==> src/rtl/seg_scan_ctrl.sv <==
// Time-multiplexed scan controller for an 8-digit active-low seven-segment display.
// Snapshots one of four debug words per frame and blanks between digit slots.
module seg_scan_ctrl #(
  parameter int TICK_DIV  = 262144,
  parameter int BLANK_CYC = 1024
) (
  input  logic        CLK100MHZ,
  input  logic        reset,
  input  logic [31:0] src0,
  input  logic [31:0] src1,
  input  logic [31:0] src2,
  input  logic [31:0] src3,
  input  logic [1:0]  sel,
  input  logic        lz_en,
  input  logic        hold,
  input  logic [7:0]  digit_mask,
  output logic [6:0]  seg,
  output logic [7:0]  an,
  output logic        frame_done
);

  localparam int CNT_W = (TICK_DIV > 1) ? $clog2(TICK_DIV) : 1;
  localparam logic [CNT_W-1:0] BLANK_LAST = CNT_W'(BLANK_CYC - 1);
  localparam logic [CNT_W-1:0] SHOW_LAST  = CNT_W'(TICK_DIV - BLANK_CYC - 1);

  localparam logic [0:0] ST_BLANK = 1'b0;
  localparam logic [0:0] ST_SHOW  = 1'b1;

  logic [0:0]       state_r;
  logic [2:0]       idx_r;
  logic [CNT_W-1:0] cnt_r;
  logic [31:0]      snap_r;
  logic             lz_q_r;
  logic             first_r;
  logic [7:0]       an_r;
  logic [6:0]       seg_r;
  logic             frame_done_r;

  logic [31:0]      src_sel_s;
  logic [31:0]      upper_s;
  logic [3:0]       nib_s;
  logic             dark_s;
  logic             frame_start_s;
  logic             frame_last_s;

  // Active-low hex decode, bit order {g,f,e,d,c,b,a}.
  function automatic logic [6:0] hex_to_seg(input logic [3:0] n);
    case (n)
      4'h0:    hex_to_seg = 7'b1000000;
      4'h1:    hex_to_seg = 7'b1111001;
      4'h2:    hex_to_seg = 7'b0100100;
      4'h3:    hex_to_seg = 7'b0110000;
      4'h4:    hex_to_seg = 7'b0011001;
      4'h5:    hex_to_seg = 7'b0010010;
      4'h6:    hex_to_seg = 7'b0000010;
      4'h7:    hex_to_seg = 7'b1111000;
      4'h8:    hex_to_seg = 7'b0000000;
      4'h9:    hex_to_seg = 7'b0010000;
      4'hA:    hex_to_seg = 7'b0001000;
      4'hB:    hex_to_seg = 7'b0000011;
      4'hC:    hex_to_seg = 7'b1000110;
      4'hD:    hex_to_seg = 7'b0100001;
      4'hE:    hex_to_seg = 7'b0000110;
      4'hF:    hex_to_seg = 7'b0001110;
      default: hex_to_seg = 7'b1111111;
    endcase
  endfunction

  assign frame_start_s = (state_r == ST_BLANK) && (idx_r == 3'd0) && (cnt_r == '0);
  assign frame_last_s  = (state_r == ST_SHOW) && (idx_r == 3'd7) && (cnt_r == SHOW_LAST);

  // Source mux and digit content for the slot about to be shown.
  always_comb begin
    src_sel_s = 32'd0;
    case (sel)
      2'd0:    src_sel_s = src0;
      2'd1:    src_sel_s = src1;
      2'd2:    src_sel_s = src2;
      2'd3:    src_sel_s = src3;
      default: src_sel_s = 32'd0;
    endcase
    upper_s = snap_r >> {idx_r, 2'b00};
    nib_s   = upper_s[3:0];
    // Digit 0 is exempt from zero suppression so a zero word still shows "0".
    dark_s  = digit_mask[idx_r] | (lz_q_r & (idx_r != 3'd0) & (upper_s == 32'd0));
  end

  // Slot sequencing, per-frame snapshot and registered display outputs.
  always_ff @(posedge CLK100MHZ) begin
    if (reset) begin
      state_r      <= ST_BLANK;
      idx_r        <= 3'd0;
      cnt_r        <= '0;
      snap_r       <= 32'd0;
      lz_q_r       <= 1'b0;
      first_r      <= 1'b1;
      an_r         <= 8'hFF;
      seg_r        <= 7'h7F;
      frame_done_r <= 1'b0;
    end else begin
      frame_done_r <= frame_last_s;
      if (frame_start_s) begin
        first_r <= 1'b0;
        if (!hold || first_r) begin
          snap_r <= src_sel_s;
          lz_q_r <= lz_en;
        end
      end
      case (state_r)
        ST_BLANK: begin
          if (cnt_r == BLANK_LAST) begin
            state_r <= ST_SHOW;
            cnt_r   <= '0;
            if (dark_s) begin
              an_r  <= 8'hFF;
              seg_r <= 7'h7F;
            end else begin
              an_r  <= ~(8'd1 << idx_r);
              seg_r <= hex_to_seg(nib_s);
            end
          end else begin
            cnt_r <= cnt_r + CNT_W'(1);
          end
        end
        ST_SHOW: begin
          if (cnt_r == SHOW_LAST) begin
            state_r <= ST_BLANK;
            cnt_r   <= '0;
            idx_r   <= idx_r + 3'd1;
            an_r    <= 8'hFF;
            seg_r   <= 7'h7F;
          end else begin
            cnt_r <= cnt_r + CNT_W'(1);
          end
        end
        default: begin
          state_r <= ST_BLANK;
          cnt_r   <= '0;
          an_r    <= 8'hFF;
          seg_r   <= 7'h7F;
        end
      endcase
    end
  end

  assign seg        = seg_r;
  assign an         = an_r;
  assign frame_done = frame_done_r;

endmodule
==> config.mk <==
export PLATFORM = sky130hd
export DESIGN_NAME = seg_scan_ctrl
export DESIGN_NICKNAME = d
export VERILOG_FILES = /design/src/rtl/seg_scan_ctrl.sv
export SDC_FILE = /design/constraint.sdc
export NUM_CORES = 1
export LEC_CHECK = 0
export ABC_AREA = 1
export CAP_MARGIN = 20
export CORE_ASPECT_RATIO = 0.7
export CORE_UTILIZATION = 43
export DETAILED_ROUTE_END_ITERATION = 16
export PLACE_DENSITY = 0.78
export SLEW_MARGIN = 20
export SYNTH_ARGS = -nofsm -noshare
export SYNTH_HDL_FRONTEND = slang
export SYNTH_SLANG_ARGS = --single-unit
==> constraint.sdc <==
create_clock -name CLK100MHZ -period 2.1 [get_ports CLK100MHZ]
set_input_delay 0.42 -clock CLK100MHZ [delete_from_list [all_inputs] [get_ports CLK100MHZ]]
set_output_delay 0.42 -clock CLK100MHZ [all_outputs]
set_load 0.02 [all_outputs]
## After elaboration in Yosys (flattened, before gate mapping)

Memory sizes are Yosys's and may differ from the RTL's.
Index checks and enable logic that the tools add are counted.
Widths: inputs -> output; s select.

- Register bits after elaboration: 72
- ROM bits: 112
- Bits of input ports: 142
- Output and inout port bits: 16
- Word-level logic and storage cells: 59
- Memories kept: 1

- $add $sub $neg: 2
- Order comparisons: 1
- Equal/unequal tests: 8
- Shift operators: 2
- Multiplexer cells: 17
- Bitwise logic cells: 5
- Reduce and logical (&&, ||, !) cells: 14

Memories:

| name | depth | width | rd ports | clocked after Yosys merged registers in | wr ports | RTL line | source |
|---|---|---|---|---|---|---|---|
| (no name shown) | 16 | 7 | 1 | 0 | 0 | 48 | `case (n)` |

Operators with widths:

| operator | number |
|---|---|
| $pmux 32 s4 | 1 |
| $mux 18 | 2 |
| $pmux 18 s2 | 1 |
| $logic_not 32->1 | 1 |
| $shr 32x5->32 | 1 |
| $mux 8 | 3 |
| $mux 7 | 3 |
| $add 18x1->18 const B | 1 |
| $eq 18x10->1 const B | 1 |
| $eq 18x18->1 const B | 1 |
| $logic_not 18->1 | 1 |
| $pmux 8 s2 | 1 |
| $pmux 7 s2 | 1 |
| $not 8->8 | 1 |
| $shl 1x3->8 const A | 1 |
| $reduce_and 2->1 | 3 |
| $eq 2x2->1 const B | 2 |
| $logic_and 1x1->1 | 4 |
| $lt 3x4->1 const B | 1 |
| $ne 2x1->1 const B | 2 |
| $add 3x1->3 const B | 1 |
| $bmux 1 s3 | 1 |
| $eq 3x3->1 const B | 1 |
| $logic_not 3->1 | 1 |
| 10 further kinds | 13 |

## Depth between registers and ports, before layout

- Word-level depth: 7
- Gate-level depth with buffers: 20
- Gate-level depth less buffers: 18

## Worst setup path after synthesis

Ideal clock, no wire load.

- Path type: register to register
- Start: register idx_r[0]
- End: register an_r[1] (netlist: an[1])
- Library setup time: 70 ps
- Arrival: 2081 ps
- Required time: 2030 ps
- Setup slack: -51 ps
- Stages on the path, launching flop included: 20
- Buffers on the path: 3
- Clock period less this slack: 2151 ps
- Cells stage by stage: dfxtp_1 > buf_4 > inv_4 > buf_6 > nand2_1 > nand2_1 > nand2_1 > nand2_1 > nand2_1 > nand2_1 > ha_1 > nand2_1 > a21oi_1 > o21ai_0 > inv_1 > nand3_1 > nor2_1 > nand3_2 > buf_6 > a21oi_1

- Word-level cells in the longest chain between the ends: 7
- Elaborated cells on any way between the ends: 13
- Classes of those cells: 2 x shift; 5 x mux; 4 x bitwise; 2 x reduce/logical

RTL lines:

| element | RTL line | source |
|---|---|---|
| start: declaration | 30 | `logic [2:0] idx_r;` |
| start signal: assignment | 129 | `idx_r <= idx_r + 3'd1;` |
| $shr 32x5->32 / $reduce_bool 3->1 (equally long branches) | 82, 85 |  |
| $logic_not 32->1 / $and 1x1->1 (equally long branches) | 85 | `dark_s = digit_mask[idx_r] \| (lz_q_r & (idx_r != 3'd0) & (upper_s == 32'd0));` |
| $and 1x1->1 | 85 |  |
| $or 1x1->1 | 85 |  |
| $mux 8 * | 114 | `if (dark_s) begin` |
| $mux 8 * | 111 | `if (cnt_r == BLANK_LAST) begin` |
| $pmux 8 s2 * | 109 | `case (state_r)` |
| end signal: assignment | 118 | `an_r <= ~(8'd1 << idx_r);` |
| end: declaration | 35 | `logic [7:0] an_r;` |

Mark *: on every way between the ends. The rest lies on a longest branch, timed or not. The select of a mux whose other input is x is not followed.
A chain may end at the register's enable or synchronous reset.

## Worst setup path after layout

- Start: register idx_r[0]
- End: register an_r[3] (netlist: an[3])

The elaborated chain is that of the path after synthesis.

==> reports/qor.txt <==
CTS tree: done
Core area: 11090 µm²
Finish-stage setup viols: 0
Commonest cells after routing, fill and taps aside: nand2_1 (269), clkdlybuf4s50_1 (157), nor2_1 (103)
Worst Setup EP: an[3]
Layout cell share with drive strength beyond 1: 14.21%
Cells after synthesis: 799
Fin crit share: 98.73%
Seq/Total Area, Yosys: 29.28%
Crit-path cells: buf_6 -> nand2_2 -> nand2_2 -> nand2_2 -> nand2_2 -> nand2_2 -> nand2_4 -> ha_4 -> nand2_2 -> a21oi_2 -> o21ai_1 -> inv_1 -> nand3_2 -> nor2_4 -> nand3_4 -> nand3_1 -> nand2_1 -> inv_1
Ports: 158
CP Depth: 18
WL/cell: 13.75 µm
Detail Placement HPWL: 11030 µm
Final min period: 2073 ps
RSZ-0062 raised after global routing: true
Die H: 91.53 µm
H-tree levels: 3
Power Dens Cells: 586.4 nW/µm²
Area after DPL: 6810 µm²
Area delta synth->final: 53.04%
Leakage: 0.003350 µW
Hold Vio Cnt, Final: 0
Later-pin clock latency in the skew report: 350 ps
Fin nets: 1136
CP max stage cell: dfxtp_4
Vias per cell: 5.131
DRC: 0
CP arrival: 2370 ps
Clk buf depth: 2
Ys async rst share: 0%
Row count: 32
Number of global-route vias before repair: 5382
Buffers on Ports: 157
CTS root buffer: clkbuf_16
Ys flop type: dfxtp_1
Crit end category: flop
Fmax: 0.4823 GHz
DIE WIDTH: 129.9 µm
Reg2reg setup slack: 30 ps
Drt first pass iters: 5
First-pass GRT wire length: 24410 µm
CTS buffer count: 9
Slew HR: 70.49%
Skew final: 9.964 ps
Post-synth EDFFs: 0
Clk slew on worst S/H paths: 70 ps
Worst slew pin tran: 438.1 ps
Antenna diodes: 0
Synth Register Bits: 72
Worst reg2reg path endpoint: an[3]
Gr usage total: 25.59%
Cell depth of the worst flop-to-flop path: 18
Hold Path Class: reg -> reg
CP Launch Point: idx_r[0]
Worst EP required: 2400 ps
Netlist Area Pre-Place: 4923 µm²
Top cell by count, worst path: nand2_2
Max rail drop VDD: 0.4174 mV
Routed Antenna Nets: 0
Tot Pwr: 4418 µW
Total number of vias: 5839
Max-Cap Viols: 0
Run status: completed
Final Max Tran Viols: 0
DRT Wirelength: 15650 µm
Reg2reg start: idx_r[0]
CP Launch Type: flop
Initial Utilization: 44.39%
Syn nets: 955
Post-synthesis cell type count: 36
Die area: 11890 µm²
Max FO, Critical Path: 7
Critical setup path kind: reg -> reg
Bufs and invs on worst path: 3
Most common cell after layout, fill and taps aside: nand2_1
Average size of a mapped cell: 6.162 µm²
Worst path top cell family by delay: simple AND/OR/NAND/NOR gates
Design area: 7535 µm²
Clock sink total: 72
Largest net degree at the start of global routing: 41
Initial antenna violation count: 0
GP Congestion: 0.9297
Ys Warns: 0
Starting DRT DRC Count: 507
Max stage delay on crit path: 400 ps
Grt ovf: 0
==> sequential cells by signal (all words and copies together), names as in the netlist <==
| name | flops |
|---|---|
| cnt_r | 18 |
| snap_r | 32 |
| lz_q_r | 1 |
| state_r | 1 |
| first_r | 1 |
| frame_done | 1 |
| seg | 7 |
| idx_r | 3 |
| an | 8 |
==> report_power, final <==
part | total (µW) | internal, µW | switching [µW]
Clock | 1580 | 932 | 652
Combinational | 1270 | 653 | 619
Sequential | 1560 | 1460 | 98.5
==> cells in the mapped netlist, types with 2 or more instances <==
cell      count  area (µm²)
a211oi_1      3       22.52
a21oi_1      17       85.08
a21oi_2       2       17.52
a221oi_1     31       271.5
buf_2         9       45.04
buf_4         5       37.54
buf_6        10       112.6
clkbuf_1     19       71.32
dfxtp_1      72        1441
ha_1         14       175.2
inv_1        59       221.5
nand2_1     292        1096
nand2_2       2       12.51
nand3_1      59       295.3
nand3_2       3       30.03
nand3b_1      2       15.01
nand4_1       5       31.28
nor2_1      108       405.4
nor2_2        4       25.02
nor3_1        7       35.03
nor3b_1       3       22.52
nor4_1        6       37.54
o21ai_0      29       145.1
o21ai_1      17       85.08
or2_1         2       12.51
or2_2         2       12.51
xnor2_1       3       26.28
xor2_1        6       52.55
==> worst min-delay path: stages (launching register included) <==
cell	delay, ps
dfxtp_1	310
nand2_1	60
nand2_1	40
==> layer usage <==
metal / vias up / GRT usage [%] / wire, µm
met4: 0 / 6.202 / 163
met1: 2638 / 34.66 / 7393
met3: 19 / 5.480 / 1154
met2: 227 / 41.04 / 6934
met5: - / 0 / 0
li1: 2955 / - / -
==> logic make-up after synthesis <==
| group | synth area share (%) |
|---|---|
| flops | 29.28 |
| buf+inv | 10.04 |
| simple gates | 42.19 |
| xor+xnor | 1.601 |
| fa+ha+maj | 3.558 |
| compound gates | 13.34 |
==> per-stage QoR <==
step | setup WS [ps] | utilization (%) | setup TNS, ps | hold WS, ps | instances
3_3_place_gp | -10.91 | 61.41 | -30.42 | 434.5 | 1111
2_1_floorplan | 5.133 | - | 0 | 418.8 | 799
5_1_grt | -126.5 | 67.94 | -1358 | 486.7 | 1138
4_1_cts | -5.239 | 64.52 | -5.239 | 455.1 | 1128
3_5_place_dp | -101.1 | 61.41 | -1061 | 437.9 | 1111
6_report | 26.74 | 67.94 | 0 | 458.0 | 1138
==> final cells by class <==
cell class / instances / area, µm²
clock buffers: 9 / 225.2
clock inverters: 7 / 80.08
fillers: 945 / 3556
inverters: 60 / 242.7
multi-input cells: 626 / 3233
flip-flops and latches: 72 / 1448
well taps: 153 / 191.4
repair buffers: 211 / 2115
==> worst min-delay path by stage <==
stage	from	endpoint	slack (ps)	depth (start not counted)
finish	first_r	first_r	460	2
CTS	first_r	first_r	460	2
detailed placement	first_r	first_r	440	2
global placement	first_r	first_r	430	2
global route	first_r	first_r	490	2
floorplan	first_r	first_r	420	2
==> repair_timing <==
item | CTS | global route
buffers inserted | 0 | 5
endpoints found under the setup margin | 14 | 47
hold buffers | 0 | 0
pin swaps | 2 | 20
cloned | 1 | 5
resized for setup | 8 | 67
Power figures use the tool's default switching activity.
